### src/rtl/bit_index_encoder_if.sv
// Handshake bundle for bit_index_encoder: the flag-vector load side and the index stream side.
interface bit_index_encoder_if #(
  parameter int unsigned WIDTH    = 32,
  parameter int unsigned SELECTOR = 5
);
  logic                flush;
  logic                load_valid;
  logic                load_ready;
  logic [WIDTH-1:0]    load_vec;
  logic                idx_valid;
  logic                idx_ready;
  logic [SELECTOR-1:0] idx;
  logic                idx_last;
  logic [SELECTOR:0]   remaining;
  logic                zero_load;

  modport master (
    output flush, load_valid, load_vec, idx_ready,
    input  load_ready, idx_valid, idx, idx_last, remaining, zero_load
  );

  modport slave (
    input  flush, load_valid, load_vec, idx_ready,
    output load_ready, idx_valid, idx, idx_last, remaining, zero_load
  );
endinterface

### src/rtl/bit_index_encoder.sv
// Converts a loaded flag vector into a stream of binary indices, lowest set bit first,
// clearing each bit as its index is accepted.
module bit_index_encoder #(
  parameter int unsigned WIDTH    = 32,
  parameter int unsigned SELECTOR = 5
) (
  input logic               clk,
  input logic               reset,
  bit_index_encoder_if.slave bus
);

  localparam logic StIdle = 1'b0;
  localparam logic StEmit = 1'b1;

  logic             state_q, state_d;
  logic [WIDTH-1:0] pend_q, pend_d;
  logic             zero_load_q, zero_load_d;

  logic [SELECTOR-1:0] lsb_idx;
  logic                lsb_found;
  logic [SELECTOR:0]   pop_cnt;
  logic                one_hot;

  // All outputs decode registered state only, so nothing depends on load_vec or idx_ready.
  always_comb begin
    lsb_idx   = '0;
    lsb_found = 1'b0;
    pop_cnt   = '0;
    for (int i = 0; i < WIDTH; i++) begin
      if (pend_q[i] && !lsb_found) begin
        lsb_idx   = SELECTOR'(i);
        lsb_found = 1'b1;
      end
      pop_cnt = pop_cnt + {{SELECTOR{1'b0}}, pend_q[i]};
    end
    one_hot = (pend_q != '0) && ((pend_q & (pend_q - 1'b1)) == '0);
  end

  always_comb begin
    state_d     = state_q;
    pend_d      = pend_q;
    zero_load_d = 1'b0;
    if (bus.flush) begin
      state_d = StIdle;
      pend_d  = '0;
    end else begin
      case (state_q)
        StIdle: begin
          if (bus.load_valid) begin
            if (bus.load_vec != '0) begin
              pend_d  = bus.load_vec;
              state_d = StEmit;
            end else begin
              zero_load_d = 1'b1;
            end
          end
        end
        StEmit: begin
          if (bus.idx_ready) begin
            // x & (x-1) drops exactly the lowest set bit, i.e. the one at lsb_idx.
            pend_d = pend_q & (pend_q - 1'b1);
            if (one_hot) begin
              state_d = StIdle;
            end
          end
        end
        default: begin
          state_d = StIdle;
          pend_d  = '0;
        end
      endcase
    end
  end

  always_ff @(posedge clk or posedge reset) begin
    if (reset) begin
      state_q     <= StIdle;
      pend_q      <= '0;
      zero_load_q <= 1'b0;
    end else begin
      state_q     <= state_d;
      pend_q      <= pend_d;
      zero_load_q <= zero_load_d;
    end
  end

  always_comb begin
    bus.load_ready = (state_q == StIdle);
    bus.idx_valid  = (state_q == StEmit);
    bus.idx        = (state_q == StEmit) ? lsb_idx : '0;
    bus.idx_last   = (state_q == StEmit) ? one_hot : 1'b0;
    bus.remaining  = pop_cnt;
    bus.zero_load  = zero_load_q;
  end

endmodule

### src/flat_wrapper.sv
// flat-port wrapper written by rule: the top's interface ports become plain ports
module bit_index_encoder_flat 
#(
  parameter int unsigned WIDTH    = 32,
  parameter int unsigned SELECTOR = 5
)
  (clk, reset, bus_flush, bus_load_valid, bus_load_vec, bus_idx_ready, bus_load_ready, bus_idx_valid, bus_idx, bus_idx_last, bus_remaining, bus_zero_load);
  bit_index_encoder_if #(.WIDTH(WIDTH), .SELECTOR(SELECTOR)) bus_i ();
  input logic clk;
  input logic reset;
  input wire logic [$bits(bus_i.flush)-1:0] bus_flush;
  input wire logic [$bits(bus_i.load_valid)-1:0] bus_load_valid;
  input wire logic [$bits(bus_i.load_vec)-1:0] bus_load_vec;
  input wire logic [$bits(bus_i.idx_ready)-1:0] bus_idx_ready;
  output wire logic [$bits(bus_i.load_ready)-1:0] bus_load_ready;
  output wire logic [$bits(bus_i.idx_valid)-1:0] bus_idx_valid;
  output wire logic [$bits(bus_i.idx)-1:0] bus_idx;
  output wire logic [$bits(bus_i.idx_last)-1:0] bus_idx_last;
  output wire logic [$bits(bus_i.remaining)-1:0] bus_remaining;
  output wire logic [$bits(bus_i.zero_load)-1:0] bus_zero_load;
  assign bus_i.flush = bus_flush;
  assign bus_i.load_valid = bus_load_valid;
  assign bus_i.load_vec = bus_load_vec;
  assign bus_i.idx_ready = bus_idx_ready;
  assign bus_load_ready = bus_i.load_ready;
  assign bus_idx_valid = bus_i.idx_valid;
  assign bus_idx = bus_i.idx;
  assign bus_idx_last = bus_i.idx_last;
  assign bus_remaining = bus_i.remaining;
  assign bus_zero_load = bus_i.zero_load;
  bit_index_encoder #(.WIDTH(WIDTH), .SELECTOR(SELECTOR)) u_core (.clk(clk), .reset(reset), .bus(bus_i));
endmodule
### config.mk
export PLATFORM = sky130hd
export DESIGN_NAME = bit_index_encoder_flat
export DESIGN_NICKNAME = d
export VERILOG_FILES = /design/src/rtl/bit_index_encoder_if.sv /design/src/rtl/bit_index_encoder.sv /design/src/flat_wrapper.sv
export SDC_FILE = /design/constraint.sdc
export NUM_CORES = 1
export LEC_CHECK = 0
export ABC_AREA = 1
export CAP_MARGIN = 20
export CORE_ASPECT_RATIO = 0.5
export CORE_UTILIZATION = 30
export CTS_CLUSTER_SIZE = 24
export DETAILED_ROUTE_END_ITERATION = 7
export MAX_ROUTING_LAYER = met4
export PLACE_DENSITY = 0.55
export RECOVER_POWER = 50
export SYNTH_ARGS = -nofsm -noshare
export SYNTH_HDL_FRONTEND = slang
export SYNTH_SLANG_ARGS = --single-unit
### constraint.sdc
create_clock -name clk -period 6.5 [get_ports clk]
set_input_delay 0.65 -clock clk [delete_from_list [all_inputs] [get_ports clk]]
set_output_delay 0.65 -clock clk [all_outputs]
set_load 0.01 [all_outputs]
==> run summary, run 1 <==
layout cell share with drive strength beyond 1 = 0.0897
area of combinational cells with multiple inputs = 2480 um^2
Most used DFF post-synth = sky130_fd_sc_hd__dfrtp_1
unrepaired setup endpoints after global routing = no
Die Span X = 160 um
global-route wire length before repair = 19500 um
CTS tree = built
instance count of the mapped netlist = 527
yosys warns = 0
number of synthesized flops with an enable pin = 0
number of nets in the final layout = 651
filler cell count = 1300
clock latency reported for the late side of the worst-skew pair = 290 ps
number of design-rule violations left by the first detailed-router iteration = 272
skew final = 7.92 ps
pins over their slew limit = 121
Final Cycle Share = 0.970
Final Hold Violating Endpoints = 0
antenna violations before repair = 0
worst vdd ir = 0.293 mV
data arrival at the endpoint of the critical path = 5650 ps
maximum number of pins on one net before global-route repair = 46
total number of H-tree levels = 2
flip-flop and latch count after synthesis = 34
effective utilization at floorplan = 0.312
Placeable Area = 12000 um^2
syn_nets = 599
maximum fanout along the worst path = 5
result of the run = complete, but fails checks
type of element capturing the critical path = output port
post-layout minimum cycle time = 6300 ps
ANT nets after route = 0
post-synthesis average cell area = 7.09 um^2
final design instance area without fill = 4630 um^2
Synth-to-Final Area Change = 23.8%
post-detail-place hpwl = 10000 um
clock root buffer master = sky130_fd_sc_hd__clkbuf_16
Distinct cells, synth = 43
# clock sinks = 34
worst path required time = 5850 ps
Die Y-Extent = 80.9 um
cell area after technology mapping = 3740 um^2
clock edge transition at the registers on the reported setup and hold paths = 60 ps
Cell Area, Placed = 4440 um^2
via count normalized by instance count = 5.08
number of buffers added by the clock tree synthesis step = 5
DR DRC count = 0
weighted congestion reported at the end of routability-driven placement = 0.888
sequential element share of the synthesized area = 0.228
Tightest Hold Check Type = register to register
total routing usage reported by global routing = 0.205
cell area power density = 371 nW/um^2
vias post-DR = 3782
Critical Path Start Type = register
Leak = 2.19 nW
floorplan row count = 28
headroom to the max-slew limit = -0.381
First-pass DRT Iterations = 5
number of diodes added for antenna fixing = 0
remaining global-route overflow = 0
Worst Path Class, Setup = register to output port
Sum Neg Setup Slack = 0 ps
storage element area = 851 um^2
number of placed I/O pins = 52
WL per Instance = 16.7 um
violated checks = capacitance limit, slew limit
die area = 12900 um^2
total of buffers placed on input and output ports = 51
largest buffer count on any clock path = 2
DRT Wirelength = 12400 um
maximum clock frequency = 159 MHz
Final Setup Violations = 0
transition time of the tightest slew-check pin = 2070 ps
MaxCap Viol Count = 3
R2R setup slack = 1190 ps
vias in the first global route = 3601
async set-or-reset flop fraction in the synthesized netlist = 1.00
-- metal layers --
metal,track usage,up-vias,part of all wire
li1,-,1839,-
met1,0.283,1812,0.50
met2,0.312,117,0.43
met3,0.0373,14,0.060
met4,0.0486,0,0.013
met5,-,-,0
-- report_power, final --
part           switching [mW]  leakage [nW]  internal [mW]
Sequential             0.0332         0.450          0.230
Combinational           0.593          1.64          0.533
Clock                   0.108        0.0940          0.221
-- cells in the mapped netlist, types with 2 or more instances --
master / count / share of area
sky130_fd_sc_hd__nor4_1: 9 / 0.015
sky130_fd_sc_hd__nor2_2: 6 / 0.010
sky130_fd_sc_hd__nand3_2: 2 / 0.0054
sky130_fd_sc_hd__o21ai_1: 4 / 0.0054
sky130_fd_sc_hd__o2111ai_1: 9 / 0.021
sky130_fd_sc_hd__nor3_1: 8 / 0.011
sky130_fd_sc_hd__nand2_2: 7 / 0.012
sky130_fd_sc_hd__o311a_1: 2 / 0.0054
sky130_fd_sc_hd__nand3_1: 17 / 0.023
sky130_fd_sc_hd__nor3_2: 2 / 0.0054
sky130_fd_sc_hd__ha_1: 11 / 0.037
sky130_fd_sc_hd__o21ai_0: 56 / 0.075
sky130_fd_sc_hd__inv_1: 88 / 0.088
sky130_fd_sc_hd__nand4_1: 12 / 0.020
sky130_fd_sc_hd__nand2_1: 96 / 0.096
sky130_fd_sc_hd__a21oi_1: 15 / 0.020
sky130_fd_sc_hd__nor3_4: 3 / 0.013
sky130_fd_sc_hd__buf_2: 2 / 0.0027
sky130_fd_sc_hd__nor2_4: 6 / 0.018
sky130_fd_sc_hd__fa_1: 24 / 0.13
sky130_fd_sc_hd__xor2_1: 2 / 0.0047
sky130_fd_sc_hd__o22ai_1: 17 / 0.028
sky130_fd_sc_hd__nor2_1: 60 / 0.060
sky130_fd_sc_hd__o211ai_1: 3 / 0.0060
sky130_fd_sc_hd__clkbuf_1: 7 / 0.0070
sky130_fd_sc_hd__inv_2: 6 / 0.0060
sky130_fd_sc_hd__dfrtp_1: 34 / 0.23
sky130_fd_sc_hd__nand2_4: 4 / 0.012
-- sequential cells by signal (all words and copies together), names as in the netlist --
| signal | flops |
|---|---|
| u_core.bus.idx_valid | 1 |
| u_core.pend_q | 32 |
| u_core.bus.zero_load | 1 |
-- through the flow --
stage	cells	worst slack [ps]	hold WS (ps)	utilization	total power, mW
floorplan	527	944	592	-	0.965
global placement	736	328	657	0.370	1.39
detailed placement	737	213	667	0.371	1.40
CTS	745	112	682	0.387	1.74
global route	745	15.4	689	0.386	1.89
finish	745	196	643	0.386	1.72
-- cell type report --
class,instances,share of cell area
clock buffers,5,0.0270
clock inverters,3,0.0149
inverters,95,0.0771
multi-input cells,387,0.537
flip-flops and latches,34,0.184
well taps,165,0.0446
repair buffers,56,0.116
-- critical path, cell delays in order, from the launching register on --
cell and delay [ps]:
sky130_fd_sc_hd__dfrtp_1 380, sky130_fd_sc_hd__inv_2 70, sky130_fd_sc_hd__ha_1 300, sky130_fd_sc_hd__inv_1 70, sky130_fd_sc_hd__fa_1 440, sky130_fd_sc_hd__fa_1 550
sky130_fd_sc_hd__fa_1 440, sky130_fd_sc_hd__fa_1 550, sky130_fd_sc_hd__fa_1 440, sky130_fd_sc_hd__fa_1 500, sky130_fd_sc_hd__inv_1 50, sky130_fd_sc_hd__fa_1 410
sky130_fd_sc_hd__fa_1 420, sky130_fd_sc_hd__xor2_1 180, sky130_fd_sc_hd__clkdlybuf4s50_1 560
-- kinds of logic after synthesis --
kind of cell | count (synthesis) | share of synthesized area
AND/OR/NAND/NOR | 236 | 0.316
adder cells (fa/ha/maj) | 35 | 0.165
AO/OA/AOI/OAI | 113 | 0.176
buffers and inverters | 106 | 0.108
flip-flops | 34 | 0.228
XOR/XNOR | 3 | 0.00703
-- placed cells by master (no fill, tap or decap), drive strengths merged, types with 8 or more instances in the layout --
| cell | count |
|---|---|
| nand2 | 107 |
| inv | 94 |
| nor2 | 73 |
| o21ai | 60 |
| clkdlybuf4s50 | 47 |
| dfrtp | 34 |
| fa | 24 |
| nand3 | 20 |
| o22ai | 17 |
| a21oi | 15 |
| nand4 | 13 |
| nor3 | 13 |
| ha | 11 |
| o2111ai | 9 |
| nor4 | 9 |
| clkbuf | 8 |
-- path summary, 6_finish.rpt --
kind	depth (start not counted)	start	endpoint
worst max-delay path	14	u_core.pend_q[0]	bus_remaining[2]
worst min-delay path	2	u_core.pend_q[1]	u_core.pend_q[1]
worst max register to register	8	u_core.bus.idx_valid	u_core.pend_q[4]
worst min register to register	2	u_core.pend_q[1]	u_core.pend_q[1]
max in group asynchronous	3	reset	u_core.pend_q[25]
min in group asynchronous	3	reset	u_core.pend_q[3]
-- repair_timing --
item	4_1_cts	5_1_grt
resized for setup	1	2
endpoints found under the setup margin	1	2
buffers inserted	0	0
hold buffers	0	0
No activity file was read; power rests on OpenSTA's default activity.
==> run 2, diff against run 1 <==
--- a/config.mk
+++ b/config.mk
@@ -8,9 +8,11 @@
 export ABC_AREA = 1
 export CAP_MARGIN = 20
 export CORE_ASPECT_RATIO = 0.5
+export CORE_MARGIN = 5
 export CORE_UTILIZATION = 30
 export CTS_CLUSTER_SIZE = 24
 export DETAILED_ROUTE_END_ITERATION = 7
+export GPL_TIMING_DRIVEN = 0
 export MAX_ROUTING_LAYER = met4
 export PLACE_DENSITY = 0.55
 export RECOVER_POWER = 50
==> run 2 against run 1 <==
Effect of this change:
- global-route usage fell by 2.0 points
- the run still ends with capacitance limit, slew limit left
- power fell by 4.7%
- critical path depth did not move
==> run summary, run 2 (synthesis gave the netlist of run 1 again) <==
maximum number of pins on one net before global-route repair = 35 (-24%)
Worst R2R Start = u_core.pend_q[3]
WL per Instance = 17.4 um (+4.2%)
vias in the first global route = 3856 (+7.1%)
internal power summed over all cells = 0.904 mW (-8.1%)
clock edge transition at the registers on the reported setup and hold paths = 60 ps (about the same)
transition time of the tightest slew-check pin = 1500 ps (-568 ps)
Die Y-Extent = 88.9 um (+9.9%)
antenna violations before repair = 0 (unchanged)
critical path's largest stage delay = 550 ps (about the same)
clock root buffer master = sky130_fd_sc_hd__clkbuf_16
worst path required time = 5850 ps (about the same)
most common cell after layout, fill and taps aside = sky130_fd_sc_hd__nand2_1
global-route wire length before repair = 20800 um (+6.3%)
post-layout minimum cycle time = 6300 ps (-6.54 ps)
Leak = 2.16 nW (-1.2%)
# clock sinks = 34 (unchanged)
switching power as a share of total power = 0.448 (+0.0205)
Final Cycle Share = 0.969 (-0.00101)
end of the worst register-to-register path = u_core.bus.idx_valid
cell repeated most along the worst path = sky130_fd_sc_hd__fa_1
number of design-rule violations left by the first detailed-router iteration = 370 (+36%)
total routing usage reported by global routing = 0.185 (-0.0200)
ANT nets after route = 0 (unchanged)
effective utilization at floorplan = 0.311 (-0.000909)
type of element capturing the critical path = output port
MaxCap Viol Count = 1 (-2)
utilization of the core after routing = 0.381 (-0.00487)
crit path launch = u_core.pend_q[0]
cell area power density = 357 nW/um^2 (-3.8%)
weighted congestion reported at the end of routability-driven placement = 0.914 (+2.9%)
capturing instance or port of the critical path = bus_remaining[2]
Placeable Area = 12000 um^2 (+0.29%)
Synth-to-Final Area Change = 22.6%
maximum fanout along the worst path = 5 (unchanged)
number of nets in the final layout = 657 (+0.92%)
pins over their slew limit = 35 (-71%)
Design Power = 1.64 mW (-4.7%)
Die Span X = 168 um (+5.0%)
largest buffer count on any clock path = 2 (unchanged)
combinational share of power = 0.692 (+0.037)
Top reg by flops = u_core.pend_q
vias post-DR = 3906 (+3.3%)
Tightest Hold Check Type = register to register
floorplan row count = 28 (unchanged)
# hold bufs at CTS = 0 (unchanged)
clock group share of total power = 0.146 (-0.045)
DR DRC count = 0 (unchanged)
Seq pwr share = 0.162 (+0.009)
cells on worst reg2reg path = 12 (+4)
worst path cell trace = inv_2, ha_1, inv_1, fa_1, fa_1, fa_1, fa_1, fa_1, fa_1, inv_1, fa_1, fa_1, xor2_1, clkdlybuf4s50_1
result of the run = complete, but fails checks
Worst Path Class, Setup = register to output port
DRT Wirelength = 13000 um (+4.9%)
unrepaired setup endpoints after global routing = no
number of diodes added for antenna fixing = 0 (unchanged)
clock latency reported for the late side of the worst-skew pair = 280 ps (about the same)
total of buffers placed on input and output ports = 51 (unchanged)
headroom to the max-slew limit = -0.00363 (+0.377)
post-detail-place hpwl = 10600 um (+6.1%)
data arrival at the endpoint of the critical path = 5650 ps (about the same)
Final Hold Violating Endpoints = 0 (unchanged)
violated checks = capacitance limit, slew limit
via count normalized by instance count = 5.21 (+2.6%)
number of placed I/O pins = 52 (unchanged)
worst vdd ir = 0.429 mV (+46%)
number of buffers added by the clock tree synthesis step = 5 (unchanged)
maximum clock frequency = 159 MHz (+0.10%)
First-pass DRT Iterations = 5 (unchanged)
cell at the slowest stage of the critical path = sky130_fd_sc_hd__clkdlybuf4s50_1
Sum Neg Setup Slack = 0 ps (unchanged)
commonest cells after routing, fill and taps aside = 96 x sky130_fd_sc_hd__nand2_1, 85 x sky130_fd_sc_hd__inv_1, 61 x sky130_fd_sc_hd__nor2_1, 56 x sky130_fd_sc_hd__o21ai_0, 45 x sky130_fd_sc_hd__clkdlybuf4s50_1
Critical Path Start Type = register
R2R setup slack = 3800 ps (+2610 ps)
net switching component of the power = 0.733 mW (-0.17%)
Final Setup Violations = 0 (unchanged)
flip-flop count of the largest register, all copies and words added = 32 (unchanged)
layout cell share with drive strength beyond 1 = 0.0889 (-0.000766)
CTS tree = built
total number of H-tree levels = 2 (unchanged)
skew final = 5.57 ps (-2.35 ps)
die area = 14900 um^2 (+15%)
remaining global-route overflow = 0 (unchanged)
[run 2: changes by cell type in the layout (fill, tap and decap cells not counted), sizes merged]
cell           delta
bufinv            -2
buf               +2
dlygate4sd3       +2
clkdlybuf4s50     -2
clkinv            -1
clkbuf            +6
[run 2: final cells by class]
| class | instances | area, um^2 |
|---|---|---|
| Buffer | 11 | 47.5 |
| Clock buffer | 7 | 133 |
| Fill cell | 1265 | 7440 |
| Inverter | 95 | 357 |
| Multi-Input combinational cell | 387 | 2470 |
| Sequential cell | 34 | 853 |
| Tap cell | 165 | 206 |
| Timing Repair Buffer | 51 | 509 |
[run 2: timing repair]
item | 4_1_cts | 5_1_grt
setup buffers | 0 | 0
pin swaps | 0 | 1
gates resized for setup | 2 | 4
setup endpoints to repair | 1 | 2
[run 2: worst min-delay path by stage]
stage | start | end | slack (ps) | depth (start not counted)
3_3_place_gp | u_core.pend_q[9] | u_core.pend_q[9] | 650 | 2
5_1_grt | u_core.pend_q[9] | u_core.pend_q[9] | 680 | 2
2_1_floorplan | u_core.pend_q[31] | u_core.pend_q[31] | 590 | 2
4_1_cts | u_core.pend_q[0] | u_core.pend_q[0] | 650 | 2
3_5_place_dp | u_core.pend_q[9] | u_core.pend_q[9] | 650 | 2
6_report | u_core.pend_q[1] | u_core.pend_q[1] | 640 | 2
[run 2: power groups by stage]
stage               logic, mW  clock network, mW  registers, mW
floorplan               0.707                  0          0.258
global placement         1.13                  0          0.269
detailed placement       1.15                  0          0.268
CTS                      1.15              0.241          0.265
global route             1.29              0.250          0.269
finish                   1.13              0.239          0.265
[run 2: critical path, delay by kind of cell (launching register included)]
family | cells | cell delay (ps)
buffers and inverters | 4 | 750
XOR/XNOR | 1 | 170
flip-flops | 1 | 390
adder cells (fa/ha/maj) | 9 | 4050
[run 2: per-stage QoR]
stage               hold slack [ps]  setup slack (ps)  area, um^2  cells
finish                          642               203        4580    750
global route                    683              2.71        4580    750
CTS                             651               110        4590    750
detailed placement              646               175        4450    743
global placement                649               154        4450    743
floorplan                       592               944        3740    527
[run 2: per-layer routing]
layer	wire length [um]	GRT usage
met2	5520	0.277
met3	1180	0.0428
met4	162	0.0376
met5	0	-
met1	6180	0.258
==> run 3, diff against run 2 <==
--- a/config.mk
+++ b/config.mk
@@ -6,16 +6,16 @@
 export NUM_CORES = 1
 export LEC_CHECK = 0
 export ABC_AREA = 1
+export ABC_CLOCK_PERIOD_IN_PS = 6500
 export CAP_MARGIN = 20
 export CORE_ASPECT_RATIO = 0.5
 export CORE_MARGIN = 5
-export CORE_UTILIZATION = 30
+export CORE_UTILIZATION = 55
 export CTS_CLUSTER_SIZE = 24
 export DETAILED_ROUTE_END_ITERATION = 7
 export GPL_TIMING_DRIVEN = 0
 export MAX_ROUTING_LAYER = met4
-export PLACE_DENSITY = 0.55
-export RECOVER_POWER = 50
+export PLACE_DENSITY = 0.86
 export SYNTH_ARGS = -nofsm -noshare
 export SYNTH_HDL_FRONTEND = slang
 export SYNTH_SLANG_ARGS = --single-unit
==> run 3 against run 2 <==
Effect of this change:
- the flow now finishes without violations
- first-iteration DRC count is 0.27% lower
- utilization increased by 30 points
- sequential share of layout area is 0.27 points higher
- sequential power about the same
- critical path type unchanged
- critical endpoint unchanged
==> run summary, run 3 (synthesis gave the netlist of run 1 again) <==
unrepaired setup endpoints after global routing = no
effective utilization at floorplan = 0.562 (+0.251)
Final Hold Violating Endpoints = 0 (unchanged)
vias in the first global route = 3801 (-1.4%)
pins over their slew limit = 0 (-100%)
total routing usage reported by global routing = 0.291 (+0.106)
filler cell count = 572 (-55%)
skew final = 7.07 ps (+1.49 ps)
# hold bufs at CTS = 0 (unchanged)
antenna violations before repair = 0 (unchanged)
DRT Wirelength = 11500 um (-12%)
weighted congestion reported at the end of routability-driven placement = 0.973 (+6.4%)
number of nets in the final layout = 657 (unchanged)
ANT nets after route = 0 (unchanged)
number of buffers added by the clock tree synthesis step = 5 (unchanged)
clock latency reported for the late side of the worst-skew pair = 300 ps (+20 ps)
transition time of the tightest slew-check pin = 822 ps (-681 ps)
# clock sinks = 34 (unchanged)
Critical Path Start Type = register
Worst Path Class, Setup = register to output port
Tightest Hold Check Type = register to register
post-detail-place hpwl = 9150 um (-14%)
floorplan row count = 21 (-25%)
worst vdd ir = 0.335 mV (-22%)
Die Y-Extent = 68.3 um (-23%)
Synth-to-Final Area Change = 20.5%
total number of H-tree levels = 2 (unchanged)
number of diodes added for antenna fixing = 0 (unchanged)
via count normalized by instance count = 5.84 (+12%)
vias post-DR = 3947 (+1.0%)
Final Cycle Share = 0.962 (-0.00724)
WHS Path Cells = 2 (unchanged)
WL per Instance = 17.0 um (-2.0%)
Final Setup Violations = 0 (unchanged)
Leak = 2.16 nW (+0.13%)
global-route wire length before repair = 18700 um (-9.8%)
MaxCap Viol Count = 0 (-1)
commonest cells after routing, fill and taps aside = 96 x sky130_fd_sc_hd__nand2_1, 85 x sky130_fd_sc_hd__inv_1, 60 x sky130_fd_sc_hd__nor2_1, 56 x sky130_fd_sc_hd__o21ai_0, 50 x sky130_fd_sc_hd__clkdlybuf4s50_1
CTS tree = built
cells on worst reg2reg path = 8 (-4)
worst path required time = 5850 ps (about the same)
buffers inserted by post-CTS timing repair = 0 (unchanged)
maximum clock frequency = 160 MHz (+0.75%)
die area = 8640 um^2 (-42%)
Placeable Area = 6650 um^2 (-45%)
First-pass DRT Iterations = 5 (unchanged)
type of element capturing the critical path = output port
area of combinational cells with multiple inputs = 2480 um^2 (+0.40%)
data arrival at the endpoint of the critical path = 5600 ps (-50 ps)
clock edge transition at the registers on the reported setup and hold paths = 60 ps (about the same)
cell area power density = 366 nW/um^2 (+2.4%)
flip-flop count of the largest register, all copies and words added = 32 (unchanged)
number of design-rule violations left by the first detailed-router iteration = 369 (-0.27%)
total of buffers placed on input and output ports = 51 (unchanged)
Die Span X = 127 um (-25%)
Sum Neg Setup Slack = 0 ps (unchanged)
clock root buffer master = sky130_fd_sc_hd__clkbuf_16
DR DRC count = 0 (unchanged)
Top reg by flops = u_core.pend_q
result of the run = complete, no violations
Worst Hold Margin = 641 ps (-0.518 ps)
post-layout minimum cycle time = 6250 ps (-47.0 ps)
headroom to the max-slew limit = 0.451 (+0.455)
largest buffer count on any clock path = 2 (unchanged)
storage element area = 851 um^2 (-0.29%)
layout cell share with drive strength beyond 1 = 0.0908 (+0.00186)
maximum number of pins on one net before global-route repair = 35 (unchanged)
most common cell after layout, fill and taps aside = sky130_fd_sc_hd__nand2_1
number of placed I/O pins = 52 (unchanged)
remaining global-route overflow = 0 (unchanged)
maximum fanout along the worst path = 5 (unchanged)
## run 3: area by class of cell
| type | instances | share of cell area |
|---|---|---|
| Timing Repair Buffer | 51 | 0.113 |
| Buffer | 11 | 0.0106 |
| Sequential cell | 34 | 0.189 |
| Inverter | 95 | 0.0792 |
| Clock buffer | 6 | 0.0308 |
| Multi-Input combinational cell | 387 | 0.552 |
| Tap cell | 92 | 0.0256 |
## run 3: final timing paths
check / from / to / slack, ps
min in group asynchronous: reset / u_core.pend_q[0] / 830
worst min register to register: u_core.pend_q[0] / u_core.pend_q[0] / 640
max in group asynchronous: reset / u_core.pend_q[22] / 5150
worst max register to register: u_core.bus.idx_valid / u_core.pend_q[24] / 4010
worst min-delay path: u_core.pend_q[0] / u_core.pend_q[0] / 640
worst max-delay path: u_core.pend_q[0] / bus_remaining[2] / 250
## run 3: layer usage
layer / track usage / vias to the layer above / part of all wire
met2: 0.451 / 238 / 0.44
met1: 0.366 / 1823 / 0.41
li1: - / 1855 / -
met4: 0.116 / 0 / 0.023
met3: 0.0811 / 31 / 0.12
met5: - / - / 0
## run 3: critical path, cell delays in order (launching register included)
cell and delay, ps:
sky130_fd_sc_hd__dfrtp_1 380, sky130_fd_sc_hd__inv_2 80, sky130_fd_sc_hd__ha_1 290, sky130_fd_sc_hd__inv_1 80
sky130_fd_sc_hd__fa_1 450, sky130_fd_sc_hd__fa_1 550, sky130_fd_sc_hd__fa_1 440, sky130_fd_sc_hd__fa_1 500
sky130_fd_sc_hd__fa_1 510, sky130_fd_sc_hd__fa_1 500, sky130_fd_sc_hd__inv_1 50, sky130_fd_sc_hd__fa_1 400
sky130_fd_sc_hd__fa_2 370, sky130_fd_sc_hd__xor2_1 160, sky130_fd_sc_hd__clkdlybuf4s50_1 560
## run 3: timing repair
item                                    4_1_cts  5_1_grt
cloned                                        0        0
pin swaps                                     0        0
gates resized for setup                       1        3
endpoints found under the setup margin        1        3
## run 3: metrics by stage
stage | cell area, um^2 | setup slack, ps | instances | total power, mW | util
after floorplan | 3740 | 944 | 527 | 0.965 | -
final | 4500 | 250 | 676 | 1.65 | 0.677
after CTS | 4500 | 130 | 676 | 1.64 | 0.677
after global placement | 4360 | 245 | 670 | 1.37 | 0.656
after detailed placement | 4360 | 205 | 670 | 1.39 | 0.656
after global routing | 4500 | 45.3 | 676 | 1.81 | 0.677
## run 3: power breakdown
part | total (mW) | switching (mW) | internal (mW)
clock | 0.248 | 0.0999 | 0.148
combinational | 1.13 | 0.597 | 0.538
sequential | 0.265 | 0.0346 | 0.230
